==> src/rtl/mux_stream_pkg.sv <==
// rtl/mux_stream_pkg.sv - shared FSM state and mode encodings for mux_n_stream
package mux_stream_pkg;

  typedef enum logic [1:0] {
    IDLE = 2'd0,
    HOLD = 2'd1,
    SCAN = 2'd2
  } state_e;

  localparam logic MODE_SELECT = 1'b0;
  localparam logic MODE_SCAN   = 1'b1;

endpackage

==> src/rtl/mux_n_comb.sv <==
// rtl/mux_n_comb.sv - combinational NUM_IN:1 word select with out-of-range flag
module mux_n_comb #(
  parameter int WIDTH  = 32,
  parameter int NUM_IN = 8,
  parameter int IDX_W  = 3
) (
  input  logic [NUM_IN*WIDTH-1:0] in_bus,
  input  logic [IDX_W-1:0]        idx,
  output logic [WIDTH-1:0]        data,
  output logic                    oor
);

  // Compare against every legal index so non-power-of-two counts yield zero and a flag
  always_comb begin
    data = '0;
    oor  = 1'b1;
    for (int i = 0; i < NUM_IN; i++) begin
      if (idx == IDX_W'(i)) begin
        data = in_bus[i*WIDTH +: WIDTH];
        oor  = 1'b0;
      end
    end
  end

endmodule

==> src/rtl/mux_n_stream.sv <==
// rtl/mux_n_stream.sv - registered N:1 channel select / bus scan stream (optional MUX_STREAM_PARITY_EN)
module mux_n_stream
  import mux_stream_pkg::*;
#(
  parameter  int WIDTH  = 32,
  parameter  int NUM_IN = 8,
  localparam int SEL_W  = $clog2(NUM_IN)
) (
  input  logic                    clk,
  input  logic                    reset,
  input  logic [NUM_IN*WIDTH-1:0] in_bus,
  input  logic [SEL_W-1:0]        sel,
  input  logic                    mode,
  input  logic                    in_valid,
  output logic                    in_ready,
  output logic [WIDTH-1:0]        out_data,
  output logic                    out_valid,
  input  logic                    out_ready,
  output logic                    out_last,
  output logic                    sel_err
`ifdef MUX_STREAM_PARITY_EN
  ,
  output logic                    out_parity
`endif
);

  localparam logic [SEL_W-1:0] LAST_IDX = SEL_W'(NUM_IN - 1);

  state_e                  state_q, state_d;
  logic [WIDTH-1:0]        out_data_q, out_data_d;
  logic                    out_valid_q, out_valid_d;
  logic                    out_last_q, out_last_d;
  logic                    sel_err_q, sel_err_d;
  logic [SEL_W-1:0]        cnt_q, cnt_d;
  logic [NUM_IN*WIDTH-1:0] shadow_q, shadow_d;
  logic                    accept;

  logic [NUM_IN*WIDTH-1:0] mux_bus;
  logic [SEL_W-1:0]        mux_idx;
  logic [WIDTH-1:0]        mux_data;
  logic                    mux_oor;

  // One shared selector: live bus on accept, frozen snapshot while scanning
  always_comb begin
    mux_bus = in_bus;
    mux_idx = sel;
    if (state_q == SCAN) begin
      mux_bus = shadow_q;
      mux_idx = cnt_q + SEL_W'(1);
    end else if (mode == MODE_SCAN) begin
      mux_idx = '0;
    end
  end

  mux_n_comb #(
    .WIDTH (WIDTH),
    .NUM_IN(NUM_IN),
    .IDX_W (SEL_W)
  ) u_mux (
    .in_bus(mux_bus),
    .idx   (mux_idx),
    .data  (mux_data),
    .oor   (mux_oor)
  );

  // Next-state and output-register update; everything holds unless a transfer happens
  always_comb begin
    state_d     = state_q;
    out_data_d  = out_data_q;
    out_valid_d = out_valid_q;
    out_last_d  = out_last_q;
    sel_err_d   = sel_err_q;
    cnt_d       = cnt_q;
    shadow_d    = shadow_q;

    case (state_q)
      IDLE:    in_ready = 1'b1;
      HOLD:    in_ready = out_ready;
      default: in_ready = 1'b0;
    endcase
    accept = in_valid & in_ready;

    if (accept) begin
      out_valid_d = 1'b1;
      out_data_d  = mux_data;
      if (mode == MODE_SCAN) begin
        shadow_d   = in_bus;
        cnt_d      = '0;
        out_last_d = (NUM_IN == 1);
        sel_err_d  = 1'b0;
        state_d    = SCAN;
      end else begin
        out_last_d = 1'b1;
        sel_err_d  = mux_oor;
        state_d    = HOLD;
      end
    end else if (out_ready) begin
      case (state_q)
        HOLD: begin
          out_valid_d = 1'b0;
          sel_err_d   = 1'b0;
          state_d     = IDLE;
        end
        SCAN: begin
          if (cnt_q == LAST_IDX) begin
            out_valid_d = 1'b0;
            out_last_d  = 1'b0;
            cnt_d       = '0;
            state_d     = IDLE;
          end else begin
            cnt_d      = cnt_q + SEL_W'(1);
            out_data_d = mux_data;
            out_last_d = ((cnt_q + SEL_W'(1)) == LAST_IDX);
          end
        end
        default: ;
      endcase
    end
  end

  // State and output registers; reset aborts any scan immediately
  always_ff @(posedge clk or posedge reset) begin
    if (reset) begin
      state_q     <= IDLE;
      out_data_q  <= '0;
      out_valid_q <= 1'b0;
      out_last_q  <= 1'b0;
      sel_err_q   <= 1'b0;
      cnt_q       <= '0;
      shadow_q    <= '0;
    end else begin
      state_q     <= state_d;
      out_data_q  <= out_data_d;
      out_valid_q <= out_valid_d;
      out_last_q  <= out_last_d;
      sel_err_q   <= sel_err_d;
      cnt_q       <= cnt_d;
      shadow_q    <= shadow_d;
    end
  end

  assign out_data  = out_data_q;
  assign out_valid = out_valid_q;
  assign out_last  = out_last_q;
  assign sel_err   = sel_err_q;

`ifdef MUX_STREAM_PARITY_EN
  logic parity_q;

  // Parity tracks the word being registered, so it always matches out_data
  always_ff @(posedge clk or posedge reset) begin
    if (reset) begin
      parity_q <= 1'b0;
    end else begin
      parity_q <= ^out_data_d;
    end
  end

  assign out_parity = parity_q;
`endif

endmodule

==> config.mk <==
export PLATFORM = sky130hd
export DESIGN_NAME = mux_n_stream
export DESIGN_NICKNAME = d
export VERILOG_FILES = /design/src/rtl/mux_stream_pkg.sv /design/src/rtl/mux_n_comb.sv /design/src/rtl/mux_n_stream.sv
export SDC_FILE = /design/constraint.sdc
export NUM_CORES = 1
export LEC_CHECK = 0
export CAP_MARGIN = 25
export CORE_ASPECT_RATIO = 1.4
export CORE_MARGIN = 3
export CORE_UTILIZATION = 57
export DETAILED_ROUTE_END_ITERATION = 16
export PLACE_DENSITY = 0.85
export SETUP_SLACK_MARGIN = 0.3
export SKIP_CTS_REPAIR_TIMING = 1
export SLEW_MARGIN = 5
export SYNTH_ARGS = -nofsm -noshare
export SYNTH_HDL_FRONTEND = slang
export SYNTH_SLANG_ARGS = --single-unit
==> constraint.sdc <==
create_clock -name clk -period 26.2 [get_ports clk]
set_input_delay 5.24 -clock clk [delete_from_list [all_inputs] [get_ports clk]]
set_output_delay 5.24 -clock clk [all_outputs]
set_load 0.005 [all_outputs]
==> key figures, run 1 <==
Run status
  • Status: finished clean

Cells and area
  • Storage cell area: 7410 um2
  • Total area of multi-input combinational cells: 8030 um2
  • Final-layout fill cell count: 1986
  • Share of layout cells above drive strength 1: 0.192
  • Area added between synthesis and finish: 25.4%
  • Layout Nets: 2083

GRT
  • Remaining global-route overflow: 0
  • Initial antenna violation count: 11
  • GRT Resource Usage Total: 0.327
  • Maximum number of pins on one net before global-route repair: 109
  • Global-route wire length before repair: 77.4 mm
  • Number of global-route vias before repair: 13978

Setup path
  • Signal arrival time at the worst endpoint: 6.63 ns
  • Worst stage delay on the critical path: 0.50 ns
  • Dominant cell type by count on the critical path: clkdlybuf4s50_1
  • Required time worst endpoint: 20.96 ns
  • Startpoint-to-endpoint class of the critical path: in2out
  • Highest-delay cell along the critical path: clkdlybuf4s50_1
  • Sort of element at the end of the critical path: output pin
  • Biggest fanout along the worst timing path: 5
  • WP buf/inv: 2
  • Crit path launch type: primary input
  • Cells along the critical path: clkdlybuf4s50_1, nor2b_1, nor2_1, clkdlybuf4s50_1
  • Top cell family by delay on the critical path: buffers and inverters

Synth
  • Post-Syn Area: 16100 um2
  • Library cell with the highest instance count after synthesis: dfrtp_1
  • FFs w/ async S/R, synth: 1.00
  • Ranking of synthesized cells by area: dfrtp_1, mux2_2, nand2_1
  • Post-synth EDFFs: 0
  • Synth top cells by count: dfrtp_1, nand2_1, mux2_2, nor2_1, mux2i_1
  • Area fraction of the dominant cell type after synthesis: 0.461
  • Biggest area consumer among synthesized cells: dfrtp_1
  • Warnings from Yosys: 0
  • Synthesized instance count: 1600
  • Count of state elements after synthesis: 296
  • Mean instance size in the synthesized netlist: 10.0 um2
  • Number of nets produced by synthesis: 1867
  • Part of the Yosys area used for sequential elements: 0.461
  • Distinct cells, synth: 39
  • Most used flip-flop cell after synthesis: dfrtp_1

Die
  • Area enclosed by the die boundary: 30300 um2
  • Core region area: 27700 um2
  • Horizontal die dimension: 148 um
  • Top-level I/O count: 300
  • Site Rows: 72
  • Die height: 205 um
  • Initial core utilization: 0.581

Power and ir drop
  • Switching share of power: 0.416
  • Combinational share of power: 0.512
  • Seq pwr share: 0.318
  • Total net switching power: 0.00107 W
  • Total leakage power: 8.73 nW
  • Fraction of power consumed by the clock network: 0.171
  • Total power draw: 0.00257 W
  • VDD IR-drop max: 0.0793 mV
  • Cell-internal power: 0.00150 W
  • Power per cell area: 128 nW/um2

Place
  • Count of buffers inserted at the top-level ports: 299
  • DP Wirelength: 33.8 mm
  • Placer's final routability congestion estimate: 0.909

Timing
  • Minimum clock period after layout: 11.87 ns
  • Final setup violation count: 0
  • Period utilization: 0.453
  • Unrepaired setup endpoints after global routing: false
  • Tightest slew margin relative to the limit: 0.287
  • Final max-slew violation count: 0
  • Max Fclk: 84.3 MHz
  • Slew @ Worst Pin: 1.07 ns
  • Final hold violation count: 0
  • Fin Setup TNS: 0 ns
  • Layout Skew: 0.00965 ns

Routing
  • Residual DRC count: 0
  • Routed vias: 13838
  • Detailed-route wire length per cell: 23.2 um
  • Post-route ant nets: 0
  • Wire length after detailed routing: 51.4 mm
  • Pre-antenna DRT Iters: 7
  • First DRT Iteration DRCs: 1070
  • Via count normalized by instance count: 6.24

CTS
  • Clock insertion delay at the later pin of the skew report: 0.57 ns
  • Reg clk slew, reported paths: 0.06 ns
  • Root buffer cell: clkbuf_16
  • Number of clock sinks seen by CTS: 296
  • Total CTS buffers: 30
  • Clock tree from TritonCTS: done
  • CTS HTree Levels: 1
  • Maximum root-to-sink buffer count: 3

Flow run
  • Total of max-cap violations: 0

Worst hold path
  • Type of the most critical hold path: reg2reg
==> sequential cells by signal, summed over array words and instances (netlist names) <==
register and count:
shadow_q 256, out_valid 1, out_data 32, out_last 1, sel_err 1, cnt_q 3
state_q 2
==> final timing paths <==
| check | from | endpoint | slack [ns] | cells after the start |
|---|---|---|---|---|
| min in group asynchronous | reset | shadow_q[113] | 5.24 | 2 |
| hold / removal | shadow_q[175] | shadow_q[175] | 0.50 | 1 |
| setup / recovery | out_ready | in_ready | 14.33 | 4 |
| setup reg to reg | state_q[0] | out_data[24] | 20.67 | 8 |
| hold reg to reg | shadow_q[175] | shadow_q[175] | 0.50 | 1 |
| max in group asynchronous | reset | shadow_q[231] | 18.94 | 4 |
==> final cells by class <==
| type | count | share of cell area |
|---|---|---|
| Sequential cell | 296 | 0.368 |
| Antenna cell | 13 | 0.00161 |
| Multi-Input combinational cell | 1164 | 0.398 |
| Clock inverter | 6 | 0.00397 |
| Clock buffer | 44 | 0.0454 |
| Tap cell | 370 | 0.0230 |
| Inverter | 3 | 0.000931 |
| Timing Repair Buffer | 321 | 0.159 |
==> cell families after synthesis <==
family / count (synthesis) / synth area share
DFF: 296 / 0.461
AOI/OAI and AO/OA: 239 / 0.0977
buffers and inverters: 140 / 0.0421
adders and majority gates: 3 / 0.00234
muxes: 358 / 0.246
and+or+nand+nor: 564 / 0.151
==> cells in the final DEF (no fill, tap or decap), types with 3 or more instances in the layout <==
cell,n
a21oi_1,66
a221oi_1,22
a221oi_2,10
a31oi_1,35
buf_4,19
clkbuf_1,4
clkbuf_16,31
clkbuf_8,9
clkdlybuf4s50_1,299
clkinv_2,4
dfrtp_1,296
diode_2,13
ha_1,3
mux2_2,256
mux2_4,3
mux2i_1,94
mux2i_4,3
nand2_1,289
nand3_1,34
nor2_1,100
nor3_1,95
nor4_1,31
o21ai_0,67
o22a_1,32
==> layer usage <==
layer  wire length (um)  vias up  global-route usage
met5                  0        -                   0
met4               4930        0               0.268
met3               3590      199              0.0498
met2              25400      687               0.548
met1              17500     6808               0.369
li1                   -     6144                   -
==> power groups by stage <==
stage | sequential [W] | clock (W) | combinational (W)
floorplan | 0.000784 | 0 | 0.000915
global placement | 0.000796 | 0 | 0.00125
detailed placement | 0.000816 | 0 | 0.00129
CTS | 0.000810 | 0.000442 | 0.00130
global route | 0.000838 | 0.000460 | 0.00141
finish | 0.000817 | 0.000439 | 0.00132
==> through the flow <==
stage,std cells,util,setup slack [ns],cell area (um2),hold slack (ns)
5_1_grt,2214,0.728,14.28,20100,0.511
6_report,2217,0.729,14.33,20200,0.502
2_1_floorplan,1600,-,12.78,16100,0.456
4_1_cts,2202,0.726,14.35,20100,0.506
3_3_place_gp,2151,0.689,14.45,19100,0.471
3_5_place_dp,2152,0.690,14.36,19100,0.492
No activity file was read; power rests on OpenSTA's default activity.
==> run 2: changes to the inputs <==
--- a/config.mk
+++ b/config.mk
@@ -8,9 +8,9 @@
 export CAP_MARGIN = 25
 export CORE_ASPECT_RATIO = 1.4
 export CORE_MARGIN = 3
-export CORE_UTILIZATION = 57
+export CORE_UTILIZATION = 53
 export DETAILED_ROUTE_END_ITERATION = 16
-export PLACE_DENSITY = 0.85
+export PLACE_DENSITY = 0.8
 export SETUP_SLACK_MARGIN = 0.3
 export SKIP_CTS_REPAIR_TIMING = 1
 export SLEW_MARGIN = 5
==> constraint.sdc (replaced) <==
create_clock -name clk -period 11 [get_ports clk]
set_input_delay 2.2 -clock clk [delete_from_list [all_inputs] [get_ports clk]]
set_output_delay 2.2 -clock clk [all_outputs]
set_load 0.005 [all_outputs]
==> key figures, run 2 (synthesis gave the netlist of run 1 again) <==
Timing
  • Layout Skew: 0.0134 ns
  • Minimum clock period after layout: 5.71 ns
  • Least setup slack across all paths after layout: 5.29 ns
  • Period utilization: 0.519
  • Slew @ Worst Pin: 1.07 ns
  • Final max-slew violation count: 0
  • Fin Setup TNS: 0 ns
  • Max Fclk: 175 MHz
  • Final hold violation count: 0
  • Unrepaired setup endpoints after global routing: false
  • Final setup violation count: 0
  • Tightest slew margin relative to the limit: 0.287

Die
  • Horizontal die dimension: 153 um
  • Initial core utilization: 0.544
  • Die height: 212 um
  • Top-level I/O count: 300
  • Core region area: 29500 um2
  • Site Rows: 74
  • Area enclosed by the die boundary: 32500 um2

GRT
  • Global-route met1 utilization: 0.345
  • Maximum number of pins on one net before global-route repair: 99
  • Highest-utilization routing layer at the global route stage: met2
  • Grt met2 use: 0.545
  • Global routing usage on met3: 0.0462
  • Initial antenna violation count: 13
  • Number of global-route vias before repair: 13887
  • Global-route wire length before repair: 78.7 mm
  • GRT Resource Usage Total: 0.311
  • Remaining global-route overflow: 0

Cells and area
  • Register name with the most flops: shadow_q
  • Area added between synthesis and finish: 25.3%
  • Layout Nets: 2082
  • Share of layout cells above drive strength 1: 0.190
  • Most common library cell in the layout ignoring fill and taps: clkdlybuf4s50_1
  • Max reg flops: 256
  • Final-layout fill cell count: 2271
  • Most used cells in the layout excluding fill and tap cells: clkdlybuf4s50_1, dfrtp_1, nand2_1

Power and ir drop
  • Total leakage power: 8.71 nW
  • Power per cell area: 304 nW/um2
  • VDD IR-drop max: 0.186 mV

Run status
  • Status: finished clean

Routing
  • Via count normalized by instance count: 6.15
  • Post-route ant nets: 0
  • First DRT Iteration DRCs: 1290
  • Residual DRC count: 0
  • Detailed-route wire length per cell: 23.4 um
  • Routed vias: 13697
  • Wire length after detailed routing: 52.1 mm
  • Pre-antenna DRT Iters: 9

Setup path
  • Biggest fanout along the worst timing path: 5
  • R2r worst-path depth: 8
  • Signal arrival time at the worst endpoint: 3.51 ns
  • Crit path launch type: primary input
  • Required time worst endpoint: 8.80 ns
  • R2R Setup Slk: 5.95 ns
  • Startpoint-to-endpoint class of the critical path: in2out
  • Sort of element at the end of the critical path: output pin

CTS
  • Total CTS buffers: 30
  • CTS HTree Levels: 1
  • Number of clock sinks seen by CTS: 296
  • Clock insertion delay at the later pin of the skew report: 0.57 ns
  • Root buffer cell: clkbuf_16
  • Reg clk slew, reported paths: 0.06 ns
  • Clock tree from TritonCTS: done
  • Maximum root-to-sink buffer count: 3

Place
  • Placement-stage worst setup slack: 4.99 ns
  • Count of buffers inserted at the top-level ports: 299
  • DP Wirelength: 34.8 mm
  • Placer's final routability congestion estimate: 0.890

Worst hold path
  • Hold Path Stages: 2
  • Type of the most critical hold path: reg2reg

Flow run
  • Total of max-cap violations: 0
## run 2: cell count changes in the layout (fill, tap and decap cells not counted), sizes merged
cell | before | now
buf | 22 | 21
bufinv | 2 | 4
clkbuf | 44 | 45
clkinv | 4 | 6
clkinvlp | 0 | 1
diode | 13 | 7
## run 2: power breakdown
group	internal (W)	switching, W
registers	0.00164	0.000294
clock network	0.000626	0.000439
logic	0.00130	0.00181
total	0.00357	0.00254
## run 2: path summary, 6_finish.rpt
check | start | to
setup / recovery | out_ready | in_ready
hold / removal | cnt_q[2] | cnt_q[2]
setup reg to reg | state_q[0] | out_data[11]
hold reg to reg | cnt_q[2] | cnt_q[2]
max in group asynchronous | reset | shadow_q[35]
min in group asynchronous | reset | shadow_q[137]
## run 2: per-stage QoR
stage | utilization | hold slack (ns) | instances | total power, W | area [um2]
floorplan | - | 0.456 | 1600 | 0.00405 | 16100
global placement | 0.646 | 0.478 | 2162 | 0.00489 | 19100
detailed placement | 0.646 | 0.483 | 2162 | 0.00501 | 19100
CTS | 0.680 | 0.497 | 2218 | 0.00609 | 20100
global route | 0.681 | 0.510 | 2226 | 0.00646 | 20100
finish | 0.681 | 0.500 | 2226 | 0.00611 | 20100
## run 2: routing by layer
| layer | vias to the layer above | wire length [um] |
|---|---|---|
| met3 | 171 | 3220 |
| met1 | 6751 | 17700 |
| li1 | 6140 | - |
| met2 | 625 | 26800 |
| met4 | 10 | 4290 |
| met5 | - | 68 |
## run 2: final cells by class
cell class,count,area [um2],share of cell area
antenna,7,17.5,0.000870
inverter,3,18.8,0.000932
timing repair buffer,320,3170,0.158
multi-input combinational,1164,8020,0.399
clock inverter,11,169,0.00839
tap,380,475,0.0236
sequential,296,7410,0.368
clock buffer,45,847,0.0421
## run 2: critical path, cell delays in order
cell and delay (ns):
clkdlybuf4s50_1 0.49, nor2b_1 0.31, nor2_1 0.07, clkdlybuf4s50_1 0.45
==> run 3: changes to the inputs <==
==> constraint.sdc (replaced) <==
create_clock -name clk -period 5.7 [get_ports clk]
set_input_delay 1.14 -clock clk [delete_from_list [all_inputs] [get_ports clk]]
set_output_delay 1.14 -clock clk [all_outputs]
set_load 0.005 [all_outputs]
==> key figures, run 3 (synthesis gave the netlist of run 1 again) <==
Run status
  • Status: finished clean

Cells and area
  • Most common library cell in the layout ignoring fill and taps: clkdlybuf4s50_1
  • Layout Nets: 2084
  • Max reg flops: 256
  • Share of layout cells above drive strength 1: 0.189
  • Register name with the most flops: shadow_q
  • Area added between synthesis and finish: 25.5%
  • Most used cells in the layout excluding fill and tap cells: clkdlybuf4s50_1, dfrtp_1, nand2_1

Power and ir drop
  • Total leakage power: 8.72 nW
  • Switching share of power: 0.433
  • VDD IR-drop max: 0.393 mV
  • Seq pwr share: 0.313
  • Power per cell area: 603 nW/um2
  • Combinational share of power: 0.522
  • Total power draw: 0.0122 W
  • Cell-internal power: 0.00689 W
  • Total net switching power: 0.00526 W
  • Fraction of power consumed by the clock network: 0.165

CTS
  • Root buffer cell: clkbuf_16
  • Number of clock sinks seen by CTS: 296
  • Clock tree from TritonCTS: done
  • Maximum root-to-sink buffer count: 3
  • CTS HTree Levels: 1
  • Reg clk slew, reported paths: 0.06 ns
  • Clock insertion delay at the later pin of the skew report: 0.58 ns
  • Total CTS buffers: 30

Die
  • Site Rows: 74
  • Area enclosed by the die boundary: 32500 um2
  • Initial core utilization: 0.544
  • Die height: 212 um
  • Horizontal die dimension: 153 um
  • Top-level I/O count: 300
  • Core region area: 29500 um2

Timing
  • Fin Setup TNS: 0 ns
  • Least setup slack across all paths after layout: 1.96 ns
  • Max Fclk: 267 MHz
  • Tightest slew margin relative to the limit: 0.295
  • Layout Skew: 0.0131 ns
  • Minimum clock period after layout: 3.74 ns
  • Final hold violation count: 0
  • Final max-slew violation count: 0
  • Slew @ Worst Pin: 1.03 ns
  • Final setup violation count: 0
  • Period utilization: 0.657
  • Unrepaired setup endpoints after global routing: false

Setup path
  • Signal arrival time at the worst endpoint: 4.20 ns
  • Required time worst endpoint: 6.16 ns
  • Top cell family by delay on the critical path: simple AND/OR/NAND/NOR gates
  • Cells along the critical path: nand2b_4, mux2i_4, nor2_2, buf_4, a221oi_1, a31oi_1, o22a_1
  • Crit path launch type: register
  • Sort of element at the end of the critical path: register
  • Worst stage delay on the critical path: 0.93 ns
  • Highest-delay cell along the critical path: mux2i_4
  • Startpoint-to-endpoint class of the critical path: reg2reg
  • Biggest fanout along the worst timing path: 73
  • WP buf/inv: 1

Flow run
  • Total of max-cap violations: 0

Place
  • Placer's final routability congestion estimate: 0.908
  • Placement-stage worst setup slack: 1.66 ns
  • Count of buffers inserted at the top-level ports: 299
  • DP Wirelength: 39.9 mm

Routing
  • Wire length after detailed routing: 57.9 mm
  • Post-route ant nets: 0
  • Detailed-route wire length per cell: 26.0 um
  • Pre-antenna DRT Iters: 5
  • First DRT Iteration DRCs: 1296
  • Via count normalized by instance count: 6.34
  • Residual DRC count: 0
  • Routed vias: 14103

Worst hold path
  • Type of the most critical hold path: reg2reg

GRT
  • GRT Resource Usage Total: 0.347
  • Maximum number of pins on one net before global-route repair: 155
  • Initial antenna violation count: 11
  • Remaining global-route overflow: 0
  • Number of global-route vias before repair: 14217
  • Global-route wire length before repair: 85.4 mm
==> run 3: worst min-delay path, delay by kind of cell (launching register included) <==
kind | cells | cell delay, ns
simple gates | 1 | 0.05
flops | 1 | 0.35
compound gates | 1 | 0.06
==> run 3: final timing paths <==
kind,startpoint,end,slack [ns],depth (start not counted)
max reg2reg,state_q[0],out_data[10],1.96,7
min reg2reg,cnt_q[2],cnt_q[2],0.50,2
min in group asynchronous,reset,shadow_q[244],0.84,2
min,cnt_q[2],cnt_q[2],0.50,2
max,state_q[0],out_data[10],1.96,7
max in group asynchronous,reset,shadow_q[15],3.70,3
==> run 3: per-stage QoR <==
| stage | hold slack [ns] | area, um2 | utilization | instances |
|---|---|---|---|---|
| finish | 0.497 | 20200 | 0.683 | 2226 |
| global route | 0.508 | 20200 | 0.682 | 2223 |
| CTS | 0.500 | 20100 | 0.682 | 2218 |
| detailed placement | 0.486 | 19200 | 0.649 | 2165 |
| global placement | 0.476 | 19200 | 0.649 | 2165 |
| floorplan | 0.456 | 16100 | - | 1600 |
==> run 3: power groups by stage <==
stage / registers (W) / clock network, W / logic [W]
2_1_floorplan: 0.00360 / 0 / 0.00421
3_3_place_gp: 0.00372 / 0 / 0.00600
3_5_place_dp: 0.00380 / 0 / 0.00614
4_1_cts: 0.00377 / 0.00203 / 0.00616
5_1_grt: 0.00390 / 0.00211 / 0.00673
6_report: 0.00381 / 0.00200 / 0.00634
==> run 3: metal layers <==
| layer | global-route usage | up-vias | wire, um |
|---|---|---|---|
| li1 | - | 6154 | - |
| met1 | 0.370 | 6904 | 18200 |
| met2 | 0.596 | 800 | 29000 |
| met3 | 0.0637 | 241 | 4620 |
| met4 | 0.293 | 4 | 6050 |
| met5 | 0 | - | 27 |
==> run 3: final cells by class <==
type	count	area (um2)
Inverter	3	15.0
Clock buffer	49	913
Clock inverter	4	72.6
Sequential cell	296	7410
Fill cell	2250	9370
Tap cell	380	475
Multi-Input combinational cell	1164	8020
Antenna cell	8	20.0
Timing Repair Buffer	322	3240
